`config.mk`:
```
export PLATFORM = sky130hd
export DESIGN_NAME = alu_exec_unit
export DESIGN_NICKNAME = d
export VERILOG_FILES = /design/src/rtl/alu_pkg.sv /design/src/rtl/alu_datapath.sv /design/src/rtl/alu_exec_unit.sv
export SDC_FILE = /design/constraint.sdc
export NUM_CORES = 1
export LEC_CHECK = 0
export ABC_CLOCK_PERIOD_IN_PS = 9940
export BUFFER_PORTS_ARGS = -buffer_cell sky130_fd_sc_hd__buf_2
export CORE_UTILIZATION = 50
export CTS_CLUSTER_SIZE = 24
export DETAILED_ROUTE_END_ITERATION = 7
export PLACE_DENSITY = 0.74
export SYNTH_ARGS = -nofsm -noshare
export SYNTH_HDL_FRONTEND = slang
export SYNTH_SLANG_ARGS = --single-unit
```
`constraint.sdc`:
```
create_clock -name clk -period 9.94 [get_ports clk]
set_clock_uncertainty 0.2 [all_clocks]
set_input_delay 2.982 -clock clk [delete_from_list [all_inputs] [get_ports clk]]
set_output_delay 2.982 -clock clk [all_outputs]
set_load 0.005 [all_outputs]
```
`src/rtl/alu_pkg.sv`:
```
// Shared definitions for the RV32 integer ALU execute stage: function codes,
// funct7 encodings and R-type instruction field positions.
package alu_pkg;

  localparam int ALU_FUNCT_WIDTH = 4;

  typedef enum logic [ALU_FUNCT_WIDTH-1:0] {
    ALU_ADD     = 4'd0,
    ALU_SUB     = 4'd1,
    ALU_SLL     = 4'd2,
    ALU_SLT     = 4'd3,
    ALU_SLTU    = 4'd4,
    ALU_XOR     = 4'd5,
    ALU_SRL     = 4'd6,
    ALU_SRA     = 4'd7,
    ALU_OR      = 4'd8,
    ALU_AND     = 4'd9,
    ALU_INVALID = 4'd15
  } alu_funct_e;

  localparam logic [6:0] F7_BASE = 7'b0000000;
  localparam logic [6:0] F7_ALT  = 7'b0100000;

  // R-type field boundaries within the 32-bit instruction word
  localparam int FUNCT7_MSB = 31;
  localparam int FUNCT7_LSB = 25;
  localparam int RS2_MSB    = 24;
  localparam int RS2_LSB    = 20;
  localparam int RS1_MSB    = 19;
  localparam int RS1_LSB    = 15;
  localparam int FUNCT3_MSB = 14;
  localparam int FUNCT3_LSB = 12;

endpackage

```
`src/rtl/alu_datapath.sv`:
```
// Combinational decode of funct7/funct3 into an ALU function code, and the
// single-cycle ALU that evaluates it on operands x and y.
module alu_datapath
  import alu_pkg::*;
#(
  parameter int N = 32
) (
  input  logic [31:0]                instr,
  input  logic [N-1:0]               x,
  input  logic [N-1:0]               y,
  output logic [ALU_FUNCT_WIDTH-1:0] alu_funct,
  output logic [N-1:0]               result
);

  localparam int SHW = $clog2(N);

  logic [6:0]     funct7;
  logic [2:0]     funct3;
  logic [SHW-1:0] shamt;
  logic           slt_bit;
  logic           sltu_bit;
  alu_funct_e     funct_d;

  // Register specifiers and opcode belong to other stages
  logic unused_instr_bits;
  assign unused_instr_bits = ^{instr[RS2_MSB:RS1_LSB], instr[FUNCT3_LSB-1:0]};

  assign funct7   = instr[FUNCT7_MSB:FUNCT7_LSB];
  assign funct3   = instr[FUNCT3_MSB:FUNCT3_LSB];
  assign shamt    = y[SHW-1:0];
  assign slt_bit  = $signed(x) < $signed(y);
  assign sltu_bit = x < y;

  always_comb begin
    funct_d = ALU_INVALID;
    case (funct7)
      F7_BASE: begin
        case (funct3)
          3'b000:  funct_d = ALU_ADD;
          3'b001:  funct_d = ALU_SLL;
          3'b010:  funct_d = ALU_SLT;
          3'b011:  funct_d = ALU_SLTU;
          3'b100:  funct_d = ALU_XOR;
          3'b101:  funct_d = ALU_SRL;
          3'b110:  funct_d = ALU_OR;
          default: funct_d = ALU_AND;
        endcase
      end
      F7_ALT: begin
        case (funct3)
          3'b000:  funct_d = ALU_SUB;
          3'b101:  funct_d = ALU_SRA;
          default: funct_d = ALU_INVALID;
        endcase
      end
      default: funct_d = ALU_INVALID;
    endcase
  end

  assign alu_funct = funct_d;

  // Unused and invalid codes produce 0 so the zero flag reads as set
  always_comb begin
    result = '0;
    case (funct_d)
      ALU_ADD:  result = x + y;
      ALU_SUB:  result = x - y;
      ALU_SLL:  result = x << shamt;
      ALU_SLT:  result = {{(N-1){1'b0}}, slt_bit};
      ALU_SLTU: result = {{(N-1){1'b0}}, sltu_bit};
      ALU_XOR:  result = x ^ y;
      ALU_SRL:  result = x >> shamt;
      ALU_SRA:  result = $unsigned($signed(x) >>> shamt);
      ALU_OR:   result = x | y;
      ALU_AND:  result = x & y;
      default:  result = '0;
    endcase
  end

endmodule

```
`src/rtl/alu_exec_unit.sv`:
```
// ALU execute stage: combinational datapath followed by a result register
// with zero and illegal-instruction flags.
module alu_exec_unit
  import alu_pkg::*;
#(
  parameter int N = 32
) (
  input  logic                       clk,
  input  logic                       rst,
  input  logic                       ena,
  input  logic [31:0]                instr,
  input  logic [N-1:0]               x,
  input  logic [N-1:0]               y,
  output logic [ALU_FUNCT_WIDTH-1:0] alu_funct,
  output logic [N-1:0]               z,
  output logic                       zero,
  output logic                       illegal
);

  logic [N-1:0] result;

  alu_datapath #(.N(N)) u_datapath (
    .instr     (instr),
    .x         (x),
    .y         (y),
    .alu_funct (alu_funct),
    .result    (result)
  );

  // ena is a plain load enable: no back-pressure, the result is captured on
  // every rising edge where ena=1 and held otherwise.
  always_ff @(posedge clk or posedge rst) begin
    if (rst) begin
      z       <= '0;
      zero    <= 1'b0;
      illegal <= 1'b0;
    end else if (ena) begin
      z       <= result;
      zero    <= (result == '0);
      illegal <= (alu_funct == ALU_INVALID);
    end
  end

endmodule

```
==> After elaboration in Yosys (flattened, before gate mapping) <==
Index checks and enable logic that the tools add are counted.
{ "word_totals": {"regBits": 34, "input_bits": 99, "out_inout_bits": 38, "elab_cells": 38} }
{ "classes": {"addsub": 2, "n_lt_le_gt_ge": 2, "eq_ne": 17, "n_shift": 3, "mux": 4, "bitwise": 3, "n_reduce_logical": 4} }
{ "ops": {"columns": ["op", "count"], "rows": [
  ["$pmux W32 S10", 1],
  ["$lt A32 B32 Y1", 2],
  ["$add A32 B32 Y32", 1],
  ["$and A32 B32 Y32", 1],
  ["$logic_not A32 Y1", 1],
  ["$or A32 B32 Y32", 1],
  ["$shl A32 B5 Y32", 1],
  ["$shr A32 B5 Y32", 1],
  ["$sshr A32 B5 Y32", 1],
  ["$sub A32 B32 Y32", 1],
  ["$xor A32 B32 Y32", 1],
  ["$pmux W4 S7", 1],
  ["$eq A4 B3 Y1 const B", 4],
  ["$pmux W4 S2", 2],
  ["$eq A4 B4 Y1 const B", 3],
  ["$eq A3 B3 Y1 const B", 3],
  ["$eq A4 B2 Y1 const B", 2],
  ["$eq A7 B6 Y1 const B", 1],
  ["$logic_not A7 Y1", 1],
  ["$eq A3 B2 Y1 const B", 2],
  ["$eq A4 B1 Y1 const B", 1],
  ["$logic_not A4 Y1", 1],
  ["$eq A3 B1 Y1 const B", 1],
  ["$logic_not A3 Y1", 1]
]} }

==> Longest topological paths before layout <==
Gate-level depths: netlist of the first run.
{ "depth": {"word_depth": 6, "mapped_depth": 19} }

==> Cells and area by module <==
Synthesis of the first run repeated with hierarchy kept, for this count alone.
{ "hier_totals": {"hier_cells": 1496, "hier_area_um2": 10427.5} }
{ "modules_own_cells": {"columns": ["module", "n_inst", "cells_each", "area_each_um2", "seq_area_each_um2"], "rows": [
  ["alu_datapath", 1, 1409, 9068.7, 0.0],
  ["alu_exec_unit", 1, 87, 1358.8, 850.8]
]} }

==> Least setup slack after synthesis of the first run <==
No wires, ideal clock.
{ "synth_timing": {"kind": "in2out", "from": "in instr[12]", "to": "out alu_funct[2]", "arrival_time_ns": 4.664, "slack_ns": 2.094, "path_stages": 9, "path_buffers": 5, "cell_sequence": "buf_2 > clkbuf_1 > clkbuf_1 > clkbuf_1 > clkbuf_1 > nand2_1 > nand2_1 > a21oi_1 > o21ai_0"} }
{ "synth_between": {"elab_chain_cells": 3, "elab_cells_between_ends": 10} }
{ "synth_lines": {"columns": ["element", "line", "text"], "rows": [
  ["start: declaration", "alu_exec_unit.sv:11", "input logic [31:0] instr,"],
  ["$eq A3 B3 Y1, or another cell as far along", "alu_datapath.sv:38", "case (funct3)"],
  ["$pmux W4 S7 / $pmux W4 S2 (equally long branches)", "alu_datapath.sv:38, alu_datapath.sv:50", null],
  ["$pmux W4 S2 *", "alu_datapath.sv:36", "case (funct7)"],
  ["end: declaration", "alu_exec_unit.sv:14", "output logic [ALU_FUNCT_WIDTH-1:0] alu_funct,"]
]} }
Mark *: on every way between the ends. The rest lies on a longest branch, timed or not.

==> Final worst setup path of the first run <==
{ "layout_timing": {"from": "in instr[28]", "to": "out alu_funct[3]"} }
{ "layout_between": {"elab_chain_cells": 2, "elab_cells_between_ends": 3} }
{ "layout_lines": {"columns": ["element", "line"], "rows": [
  ["$eq A7 B6 Y1 / $logic_not A7 Y1 (equally long branches)", "alu_datapath.sv:36"],
  ["$pmux W4 S2 *", "alu_datapath.sv:36"]
]} }
Marks and branches as above.

==> results.txt, run 1 <==
- The flow ran to the end, and the final reports show no timing, DRC or antenna violations.
* Total number of nets in the final design: between 1500 and 2000
- Max transition margin: about a fifth
- Total setup buffers inserted after CTS: 0
- The final critical path takes up 82.2% of the cycle.
- The area growth from synthesis to layout is 5.80%.
- Series of cell instances along the critical path: buf_2 -> or4_1 -> nor2_1 -> o221ai_1 -> buf_2
* Design internal power: around 0.47 mW
- Via Count: ~14000
- For the pin with the worst max-slew slack, the measured transition is 1.21 ns.
- Top cell family by delay on the critical path: simple AND/OR/NAND/NOR gates
- Average wire per standard cell: 28.3 um
- The first global-routing pass estimated between 80 and 90 mm of wire.
* Vias in the first global route: around 13000
- Async set-or-reset flop fraction in the synthesized netlist: 100%
- Crit path launch type: input pin
- Biggest fanout along the worst timing path: 9
- Cell chosen for the clock root: clkbuf_16
- Setup-violating endpoint count in the final report: 0
- Layout cell share with drive strength beyond 1: 16.3%
- For the worst setup path, the data required time is 6.76 ns.
- Switching Share: approximately half
- Hold Fails Final Rpt: 0
* Sequential share of power: between 10% and 20%
- The slowest stage of the critical path belongs to the cell or4_1.
- In this run the standard cell core region covers 22800 um^2.
- Switching power of the nets: about 0.46 mW
- At the end of routability-driven placement, the weighted congestion stood at 1.05.
- Clock transition at the registers of the reported paths: approximately 0.050 ns
- The die is roughly 160 um wide.
* Flip-flop and latch area: between 800 and 900 um^2
- Number of buffers added on ports: around 110
* Depth of the CTS H-tree: 2
* Maximum clock insertion buffer count: 2
- The count of nets left with antenna violations once routing finished came out at 0.
* I/O pin count: about 140
- CTS-repair resized insts: 0
- The worst path needs 8.17 ns of the cycle, external delays included.
- Num rows: 55
* Power density relative to cell area: ~74 nW/um^2
* Non-Filler Cell Area, Final: between 10000 and 15000 um^2
- After detailed routing, the total wire length is about 55 mm.
- By instance count, the cell type seen most on the critical path is buf_2.
- Data arrival time at the worst-slack endpoint: between 4 and 5 ns
- Overall die area: 24100 um^2
- The tool flagged a number of max-cap violations equal to 0.
* Num Clock Sinks: 34
- After synthesis, the cell types taking the most area are ha_1 (10%), mux4_2 (9.8%), dfrtp_1 (7.2%).
- Total congestion overflow: 0
- The placed instances occupy a cell area of between 10000 and 15000 um^2.
- After clock tree synthesis, the flow added hold-fix buffers numbering 0.
* Peak supply drop: roughly 87 uV
- The clock network accounts for between 15 and 20% of the total power.
* Syn Std Cell Area: 11700 um^2
- The largest total area in the synthesized netlist belongs to ha_1.
* Sum of negative setup slack: 0 ns
- The setup path with the least slack is of type input pin to primary output.
- Top flip-flop cell by instance count after synthesis: dfrtp_1
- Buffers and inverters on the worst path: 2
- Sequential cell area fraction in the yosys report: 7.24%
- TritonCTS clock tree: done
- Setup repair after global routing left no endpoint under its margin.
- Including well taps, the total number of placed cells is approximately 1900.
- Largest net degree at the start of global routing: a little under 70
- The first TritonRoute pass finished after 7 iterations.
- Share of the synthesized area in the top cell type: 10.3%
* Standby leakage power: between 5 and 6 nW
* Initial antenna violation count: 3
* Multi-input gate area: approximately 9900 um^2
* Half-perimeter wire length after detailed placement: around 42 mm
* Die span in y: around 160 um
- When the netlist entered floorplanning its net count stood at 1815.
- The first routing iteration left around 1700 violations.
- Unique masters post-synth: slightly below 90
- Final cell count without fillers: ~1900
- Number of flops mapped to enable cells by yosys: 0
- In the routed design, unresolved DRC markers number 0.
- Filler instances: roughly 2300
- Combined global-route utilization of all metal layers: 44.8%
- Final slew viol count: 0
- Clock buffer count from CTS: 5
- Vias per std cell: about 7.1
* Initial core utilization: about half
- In this run, synthesis produced a sequential element count of 34.
* Fin util: between 50% and 60%
* Post-Syn Instances: 1617
- Clock latency on the worst-skew pair, taken at its later pin, is ~0.27 ns.
- Fraction of power consumed by combinational cells: ~67%
- Maximum frequency from static timing analysis: roughly 120 MHz
* Delay contributed by the slowest stage of the critical path: slightly above 0.7 ns
- The min-delay analysis places its worst path in the category flop to flop.
- PnR Total Power: roughly 0.93 mW
* Syn. warnings: 0
- STA classifies the critical path endpoint as a primary output.
- Mean instance size in the synthesized netlist: a little over 7 um^2
cells in the final DEF, fill, tap and decap left out, types with 17 or more instances in the layout:
cell type,count
a21o_1,20
a21oi_1,138
a22oi_1,21
a31oi_1,22
buf_2,113
buf_4,24
dfrtp_1,34
ha_1,97
inv_1,93
mux2_2,29
mux2i_1,57
mux4_2,51
nand2_1,153
nand3_1,37
nand4_1,24
nor2_1,186
nor2b_1,17
nor3_1,31
o211ai_1,19
o21ai_0,89
metal layers:
metal / track usage, % / up-vias / share of wire (%)
li1: - / 6108 / -
met1: 61.2 / 6549 / 40
met2: 67.3 / 962 / 42
met3: 8.83 / 172 / 12
met4: 21.9 / 6 / 5.1
met5: 0 / - / 0.072
synthesized netlist by cell type, types with 17 or more instances:
| cell | number |
|---|---|
| clkbuf_1 | 105 |
| nor4_1 | 18 |
| a31oi_1 | 22 |
| nor3_1 | 31 |
| nand4_1 | 24 |
| ha_1 | 97 |
| buf_2 | 22 |
| inv_1 | 93 |
| a22oi_1 | 21 |
| dfrtp_1 | 34 |
| nand3_1 | 37 |
| mux2i_1 | 57 |
| mux2_2 | 29 |
| nor2_1 | 186 |
| a21oi_1 | 138 |
| o211ai_1 | 19 |
| nand2_1 | 153 |
| nor2b_1 | 17 |
| a21o_1 | 20 |
| mux4_2 | 51 |
| o21ai_0 | 89 |
metrics by stage:
stage | hold slack, ns | setup slack [ns]
detailed placement | 0.263 | 1.84
finish | 0.268 | 1.77
global placement | 0.257 | 1.87
global route | 0.310 | 1.71
CTS | 0.274 | 1.84
floorplan | 0.273 | 2.09
final cells by class:
class,instances,share of cell area (%)
Sequential cell,34,6.84
Clock buffer,7,1.15
Clock inverter,1,0.0403
Multi-Input combinational cell,1341,79.9
Antenna cell,2,0.0403
Inverter,95,2.87
Timing Repair Buffer,137,6.00
Tap cell,313,3.15
power groups by stage:
stage	Sequential, mW	Clock [mW]	Combinational, mW
3_3_place_gp	0.160	0	0.585
4_1_cts	0.159	0.152	0.592
2_1_floorplan	0.163	0	0.398
3_5_place_dp	0.161	0	0.589
5_1_grt	0.160	0.159	0.654
6_report	0.158	0.151	0.616
cell families after synthesis:
kind of cell	after synthesis	synth area share [%]
XOR/XNOR	7	0.522
buffers and inverters	242	8.48
AO/OA/AOI/OAI	532	31.3
flip-flops	34	7.24
AND/OR/NAND/NOR	555	22.4
adder cells (fa/ha/maj)	99	10.7
multiplexers	148	19.5
sequential cells by signal, summed over array words and instances, names as in the netlist:
signal	flops
illegal	1
z	32
zero	1
worst paths after layout:
path / startpoint / end / slack (ns) / cells after the start
setup / recovery: instr[28] / alu_funct[3] / 1.77 / 5
hold / removal: z[1] / z[1] / 0.27 / 1
setup reg to reg: z[31] / z[31] / 8.98 / 1
hold reg to reg: z[1] / z[1] / 0.27 / 1
max in group asynchronous: rst / z[10] / 6.64 / 3
min in group asynchronous: rst / z[30] / 2.59 / 3
Power figures use the tool's default switching activity.
==> inputs of run 2 (changes only) <==
--- a/config.mk
+++ b/config.mk
@@ -5,7 +5,7 @@
 export SDC_FILE = /design/constraint.sdc
 export NUM_CORES = 1
 export LEC_CHECK = 0
-export ABC_CLOCK_PERIOD_IN_PS = 9940
+export ABC_CLOCK_PERIOD_IN_PS = 8100
 export BUFFER_PORTS_ARGS = -buffer_cell sky130_fd_sc_hd__buf_2
 export CORE_UTILIZATION = 50
 export CTS_CLUSTER_SIZE = 24
==> constraint.sdc (replaced) <==
create_clock -name clk -period 8.1 [get_ports clk]
set_clock_uncertainty 0.2 [all_clocks]
set_input_delay 2.43 -clock clk [delete_from_list [all_inputs] [get_ports clk]]
set_output_delay 2.43 -clock clk [all_outputs]
set_load 0.005 [all_outputs]
==> results.txt, run 2 (synthesis gave the netlist of run 1 again) <==
- The run finished with clean final reports.
- The number of antenna violations at the first check in global routing came to 2 (-1).
- Data arrival time at the worst-slack endpoint: 7.51 ns (+2.52 ns)
- Hold Fails Final Rpt: 0 (unchanged)
- The maximum clock insertion buffer count was 2 (unchanged).
* Sum of negative setup slack: 0 ns (unchanged)
* Number of buffers inserted for hold repair after clock tree synthesis: 0 (unchanged)
* Num rows: 55 (unchanged)
- Post-DRT Antenna Nets: 0 (unchanged)
- Largest reg by FF count: z
- The vias after detailed routing is 13800 (+0.080%).
- The number of endpoints failing setup at the final stage came to 0 (unchanged).
- The required time of the critical path came to 8.08 ns (+1.32 ns).
- The number of global-route vias before repair came to 12400 (-4.0%).
* Standby leakage power: 5.32 nW (+0.88%)
* Half-perimeter wire length after detailed placement: 40.7 mm (-2.8%)
- The largest fanout on the critical path came to 13 (+4).
- Number of search-and-repair iterations in the first detailed-routing pass: 6 (-1)
- HP Start: z[1]
- Tracing the worst setup path back leads to its startpoint at x[7].
* Share of the clock period used by the worst path: between 90% and 100%
* # Max-Cap Violations: 0 (unchanged)
- The CTS sink count came to 34 (unchanged).
- The post-route DRC violation count is 0 (unchanged).
* Classification of the worst setup path: input pin to flop
- From synthesis to final layout, the design area changed by 6.44%.
- Number of buffers added on ports: 114 (unchanged)
* Core area: 22800 um^2 (unchanged)
* Clock buffer count from CTS: 5 (unchanged)
* Power density relative to cell area: 90.5 nW/um^2 (+22%)
- The starting density of the core was 51.4% (unchanged).
- Commonest non-fill, non-tap cell in the layout: nor2_1
* Peak supply drop: 115 uV (+33%)
- The via-per-instance ratio is 7.13 (-0.28%).
- Max transition margin: 14.2% (-4.5 points)
- Number of DRC violations after detailed-routing iteration 0: 1901 (+11%)
- The tree is rooted in a clkbuf_16.
- The number of nets in the layout is 1821 (+0.50%).
* Path type of the worst min-delay path: flop to flop
- The transition time at the pin with the least slew margin was 1.25 ns (+0.0484 ns).
* Final slew viol count: 0 (unchanged)
- Setup repair after global routing left no endpoint under its margin.
* CTS-repair resized insts: 0 (unchanged)
* Total setup buffers inserted after CTS: 0 (unchanged)
- The number of H-tree levels was 2 (unchanged).
- Crit path launch type: input pin
- Maximum frequency from static timing analysis: 133 MHz
- The top-level I/O count was 137 (unchanged).
- Layout cell share with drive strength beyond 1: 16.8% (+0.46 points)
- Clock transition at the registers of the reported paths: 0.05 ns (about the same)
* Routability congestion estimate from global placement: 1.06 (+0.67%)
- Largest net degree at the start of global routing: 66 (-2.9%)
- Fin util: 54.7% (+0.33 points)
- The average detailed-routed wire length per instance is 27.1 um (-4.1%).
* Die span in y: 155 um (unchanged)
- In the final layout, the registers with the most flip-flops are z x32, illegal x1, zero x1.
* Combined global-route utilization of all metal layers: 42.8% (-2.0 points)
* Element type at the critical path end: flop
* ANT cells: 0 (-2)
- Subtracting the final worst setup slack from the clock period gives ~7.5 ns.
- Overall die width: 155 um (unchanged)
- Most used cells in the layout excluding fill and tap cells: nor2_1 (186), nand2_1 (153), a21oi_1 (138), buf_2 (113), ha_1 (97)
- Max reg flops: 32 (unchanged)
* Launch instance of the worst register-to-register path: z[9]
- Overall die area: 24100 um^2 (unchanged)
- The wire length of the first global-routing pass was 77.6 mm (-4.3%).
- Worst skew pair latency: 0.28 ns (about the same)
- The aggregate global routing overflow came to 0 (unchanged).
* TritonCTS clock tree: done
- Wire length after detailed routing: 52.5 mm (-3.8%)
run 2: cell types whose count changed in the layout (fill, tap and decap cells not counted), sizes merged:
| cell | before | now |
|---|---|---|
| buf | 137 | 146 |
| diode | 2 | 0 |
run 2: through the flow:
| stage | hold WS, ns | cell area [um^2] | cells | total power [mW] | setup WS (ns) |
|---|---|---|---|---|---|
| after floorplan | 0.273 | 11700 | 1617 | 0.688 | 0.966 |
| after global placement | 0.258 | 12400 | 1929 | 0.907 | 0.605 |
| after detailed placement | 0.266 | 12400 | 1929 | 0.915 | 0.579 |
| after CTS | 0.278 | 12500 | 1937 | 1.11 | 0.860 |
| after global routing | 0.292 | 12500 | 1937 | 1.19 | 0.293 |
| final | 0.273 | 12500 | 1937 | 1.13 | 0.572 |
run 2: power by group:
| part | internal [mW] | leakage (nW) | total [mW] | switching, mW |
|---|---|---|---|---|
| combinational | 0.265 | 4.82 | 0.747 | 0.481 |
| sequential | 0.187 | 0.423 | 0.194 | 0.00746 |
| clock | 0.122 | 0.0739 | 0.191 | 0.0692 |
| total | 0.574 | 5.32 | 1.13 | 0.558 |
run 2: area by class of cell:
type | count | area, um^2
Clock buffer | 7 | 143
Clock inverter | 1 | 5.00
Fill cell | 2330 | 10300
Inverter | 95 | 357
Multi-Input combinational cell | 1341 | 9930
Sequential cell | 34 | 851
Tap cell | 313 | 392
Timing Repair Buffer | 146 | 826
run 2: final timing paths:
| path | cells after the start | to | slack, ns |
|---|---|---|---|
| setup reg to reg | 1 | z[9] | 7.16 |
| hold / removal | 1 | z[1] | 0.27 |
| setup / recovery | 16 | zero | 0.57 |
| hold reg to reg | 1 | z[1] | 0.27 |
| min in group asynchronous | 3 | z[31] | 2.02 |
| max in group asynchronous | 3 | z[4] | 5.37 |
run 2: critical path, stage by stage:
cell and delay (ns):
buf_2 0.24, inv_1 0.09, ha_1 0.62, and3_1 0.31, nand2_1 0.09, a31oi_1 0.29
o21ai_0 0.14, buf_4 0.17, o41a_1 0.44, o41ai_1 0.87, a31oi_1 0.30, mux2i_1 0.18
a2111oi_0 0.82, buf_4 0.24, nand2b_1 0.07, o41ai_2 0.20
run 2: routing by layer:
layer  global-route usage (%)  vias to the layer above  wire length, um  share of wire, %
li1                         -                     6116                -                 -
met1                     57.9                     6583            20900                40
met2                     64.6                      968            22500                43
met3                     11.9                      139             6930                13
met4                     15.9                        2             2140               4.1
met5                        0                        -               13             0.025
==> inputs of run 3 (changes only) <==
--- a/config.mk
+++ b/config.mk
@@ -5,6 +5,7 @@
 export SDC_FILE = /design/constraint.sdc
 export NUM_CORES = 1
 export LEC_CHECK = 0
+export ABC_AREA = 1
 export ABC_CLOCK_PERIOD_IN_PS = 8100
 export BUFFER_PORTS_ARGS = -buffer_cell sky130_fd_sc_hd__buf_2
 export CORE_UTILIZATION = 50
==> results.txt, run 3 <==
- The proportion of synthesized area in mux cells is 0% (-19 points).
* Cell taking the most area after synthesis: nand2_1
- The global router's overall resource usage came to 45.5% (+2.7 points).
- Maximum frequency from static timing analysis: 163 MHz (+23%)
* Initial core utilization: 51.5% (about the same)
- After detailed routing, no signal wire sits above met4.
- Fin util: 54.3% (-0.47 points)
* Endpoint of the worst hold-timing path: z[21]
* HP Start: z[21]
- Peak supply drop: 80.0 uV (-31%)
* # Max-Cap Violations: 0 (unchanged)
* Biggest fanout along the worst timing path: 48 (+35)
* Transition time at the pin with the least slew margin: 1.05 ns (-0.200 ns)
- The count of input and output buffers came to 114 (unchanged).
* Hold Fails Final Rpt: 0 (unchanged)
- The worst register-to-register path begins at z[7].
- The fraction of power consumed by the clock network was 18.7% (+1.8 points).
- Among all cell types in the netlist, the one instantiated most often is nand2_1.
- The worst setup slack for register-to-register paths was 7.18 ns (+0.02 ns).
* Number of flops mapped to enable cells by yosys: 0 (unchanged)
- Vias per std cell: 5.95 (-17%)
- Async set-or-reset flop fraction in the synthesized netlist: 100% (unchanged)
- For this run, the leading register cell type out of synthesis is dfrtp_1.
- Post-Syn Instances: 2479 (+53%)
- Layout overhead on the synthesized area: 5.46%
- The length in cells of the worst reg-to-reg path came to 2 (+1).
* Number of DRC violations after detailed-routing iteration 0: 2130 (+12%)
* Overall die area: 25100 um^2 (+4.0%)
* Initial antenna violation count: 3 (+1)
- In the post-synthesis netlist, the biggest area contributors are nand2_1 (27%), nand3_1 (19%), ha_1 (9.9%).
* Standby leakage power: 7.62 nW (+43%)
- The count of nets left with antenna violations after detail routing is 0 (unchanged).
- Worst skew pair latency: 0.29 ns (about the same)
- Met1 layer wirelength in the final routing: 22.5 mm (+7.5%)
- The number of max-slew violations in the final report was 0 (unchanged).
- Via Count: 16800 (+21%)
- The post-route worst setup slack was 1.97 ns (+1.39 ns).
* Adder and majority gate portion of the synthesized area: 10.3% (-0.41 points)
- The number of synthesized register bits came to 34 (unchanged).
* Wire length after detailed routing: 57.8 mm (+10%)
- Sequential share of power: 16.6% (-0.6 points)
- CP Data Required Time: 8.13 ns (+0.05 ns)
* Share of the synthesized area in the top cell type: 26.9% (+17 points)
- Vias in the first global route: 14700 (+19%)
* Switching Share: 53.7% (+4.4 points)
- Top cells by count, synth: nand2_1 (876), nand3_1 (465), inv_1 (296), nor2_1 (294), ha_1 (97)
- The distinct cell type count of the synthesized netlist came to 42 (-52%).
- Routability congestion estimate from global placement: 1.10 (+4.3%)
- Reg2Reg Capture Point: z[7]
* Data arrival time at the worst-slack endpoint: 6.16 ns (-1.35 ns)
* Count of unresolved DRC violations after routing: 5 (+5)
- Largest registers ranked by flip-flop count: z x32, illegal x1, zero x1
* Outcome: complete, but fails checks
- The number of nets in the layout came to 2695 (+48%).
- The post-CTS setup buffer count was 0 (unchanged).
- Largest family of logic cells by synthesized area: simple AND/OR/NAND/NOR gates
- Setup-violating endpoint count in the final report: 0 (unchanged)
- The number of H-tree levels came to 2 (unchanged).
- Num Clock Sinks: 34 (unchanged)
- Leaving out fill and tap cells, the most frequent cell in the layout is nand2_1.
- The number of buffers added by the clock tree synthesis step was 5 (unchanged).
* Design internal power: 0.489 mW (-15%)
* Count of cells along the worst hold path: 2 (+1)
- Wire length on met3: 7.27 mm (+4.9%)
- Layout cell share with drive strength beyond 1: 7.09% (-9.7 points)
- The post-synthesis average cell area was 4.93 um^2 (-32%).
- Setup repair after global routing missed its margin: false
- Post-Place Setup Slack: 1.87 ns (+1.29 ns)
- Largest net degree at the start of global routing: 68 (+3.0%)
* Switching power of the nets: 0.566 mW (+1.4%)
- The number of search-and-repair iterations in the first detailed-routing pass came to 8 (+2).
- The relative slew slack came to 29.6% (+15 points).
- The maximum clock insertion buffer count is 2 (unchanged).
- Share of the clock period used by the worst path: 75.7% (-17 points)
- The top-level I/O count came to 137 (unchanged).
- XOR/XNOR Fraction of Synth Area: 0.717% (+0.19 points)
- Sum of negative setup slack: 0 ns (unchanged)
- Largest reg by FF count: z
- TritonCTS clock tree: done
- The wire length of the first global-routing pass is 84.3 mm (+8.6%).
* Die span in y: 158 um (+2.0%)
- The power density normalized to cell area came to 81.8 nW/um^2 (-9.6%).
- Num rows: 56 (+1.8%)
- The met2 layer wire length in the routed design is 24.7 mm (+9.7%).
- The proportion of synthesized chip area in sequential cells was 6.96% (-0.28 points).
- The portion of total power attributed to combinational logic came to 64.7% (-1.3 points).
* Core area: 23800 um^2 (+4.0%)
- The simple-gate share of the synthesized area came to 59.6% (+37 points).
- Clock transition at the registers of the reported paths: 0.05 ns (about the same)
* Violations in the final reports: DRC
- Average wire per standard cell: 20.5 um (-24%)
* Half-perimeter wire length after detailed placement: 47.2 mm (+16%)
- The worst setup path is captured at a flop.
* Max reg flops: 32 (unchanged)
* Total congestion overflow: 0 (unchanged)
* Classification of the worst setup path: input pin to flop
- The library cells used most frequently in the layout, excluding fill and tap cells, are nand2_1 (876), nand3_1 (465), inv_1 (293), nor2_1 (293), buf_2 (114).
* CTS-repair resized insts: 0 (unchanged)
- The compound-cell area share of the yosys netlist is 8.35% (-23 points).
- The number of hold-repair buffers added at the cts stage is 0 (unchanged).
- The tree is rooted in a clkbuf_16.
- Crit path launch type: input pin
* Syn. warnings: 0 (unchanged)
* Tmin final: 6.13 ns (-1.39 ns)
- Path type of the worst min-delay path: flop to flop
- Syn Std Cell Area: 12200 um^2 (+4.0%)
* Net count of the mapped netlist: 2677 (+47%)
- The die span in x was 158 um (+2.0%).
run 3: how the worst max path moves through the flow:
stage | to | cells past startpoint | slack (ns) | from
2_1_floorplan | alu_funct[1] | 5 | 2.37 | instr[28]
3_3_place_gp | zero | 21 | 1.91 | y[0]
3_5_place_dp | zero | 21 | 1.87 | y[0]
4_1_cts | alu_funct[1] | 7 | 2.02 | instr[28]
5_1_grt | zero | 21 | 1.76 | y[0]
6_report | zero | 21 | 1.97 | y[0]
run 3: kinds of logic after synthesis:
family          after synthesis
compound gates              190
xor+xnor                     10
fa+ha+maj                    99
buf+inv                     426
flops                        34
simple gates               1720
run 3: final cells by class:
cell class / instances / area [um^2]
well taps: 319 / 399
clock buffers: 7 / 143
multi-input cells: 2019 / 9660
flip-flops and latches: 34 / 851
clock inverters: 1 / 5.00
inverters: 310 / 1160
diodes: 2 / 5.00
fillers: 2597 / 10900
repair buffers: 127 / 668
run 3: routing by layer:
metal	global-route usage, %	vias to the layer above
li1	-	7913
met1	58.8	7672
met2	70.6	1009
met3	10.5	179
met4	22.7	0
met5	0	-
run 3: metrics by stage:
| step | hold WS, ns | std cells | total power, mW | area (um^2) |
|---|---|---|---|---|
| 2_1_floorplan | 0.273 | 2479 | 0.639 | 12200 |
| 3_3_place_gp | 0.265 | 2809 | 0.823 | 12700 |
| 3_5_place_dp | 0.273 | 2809 | 0.832 | 12700 |
| 4_1_cts | 0.286 | 2817 | 1.03 | 12900 |
| 5_1_grt | 0.299 | 2818 | 1.12 | 12900 |
| 6_report | 0.278 | 2819 | 1.05 | 12900 |
run 3: power by group through the flow:
stage,Clock (mW),Combinational [mW],Sequential (mW)
3_5_place_dp,0,0.653,0.178
3_3_place_gp,0,0.644,0.178
4_1_cts,0.197,0.657,0.175
2_1_floorplan,0,0.461,0.179
6_report,0.197,0.683,0.176
5_1_grt,0.203,0.746,0.176
run 3: worst max-delay path, cell delays in order:
cell	delay (ns)
buf_2	0.69
ha_1	0.27
inv_1	0.12
fa_1	0.45
nand2_1	0.09
nand2_1	0.13
nand2_1	0.14
inv_1	0.05
nand2_1	0.06
nand3b_1	0.23
nand2_1	0.16
nand3_1	0.08
nand3_1	0.15
nand3_1	0.09
nor2_1	0.34
nand2_1	0.09
nor2_1	0.14
nand2_1	0.06
nor2_1	0.19
nand3_1	0.10
nand2_1	0.06
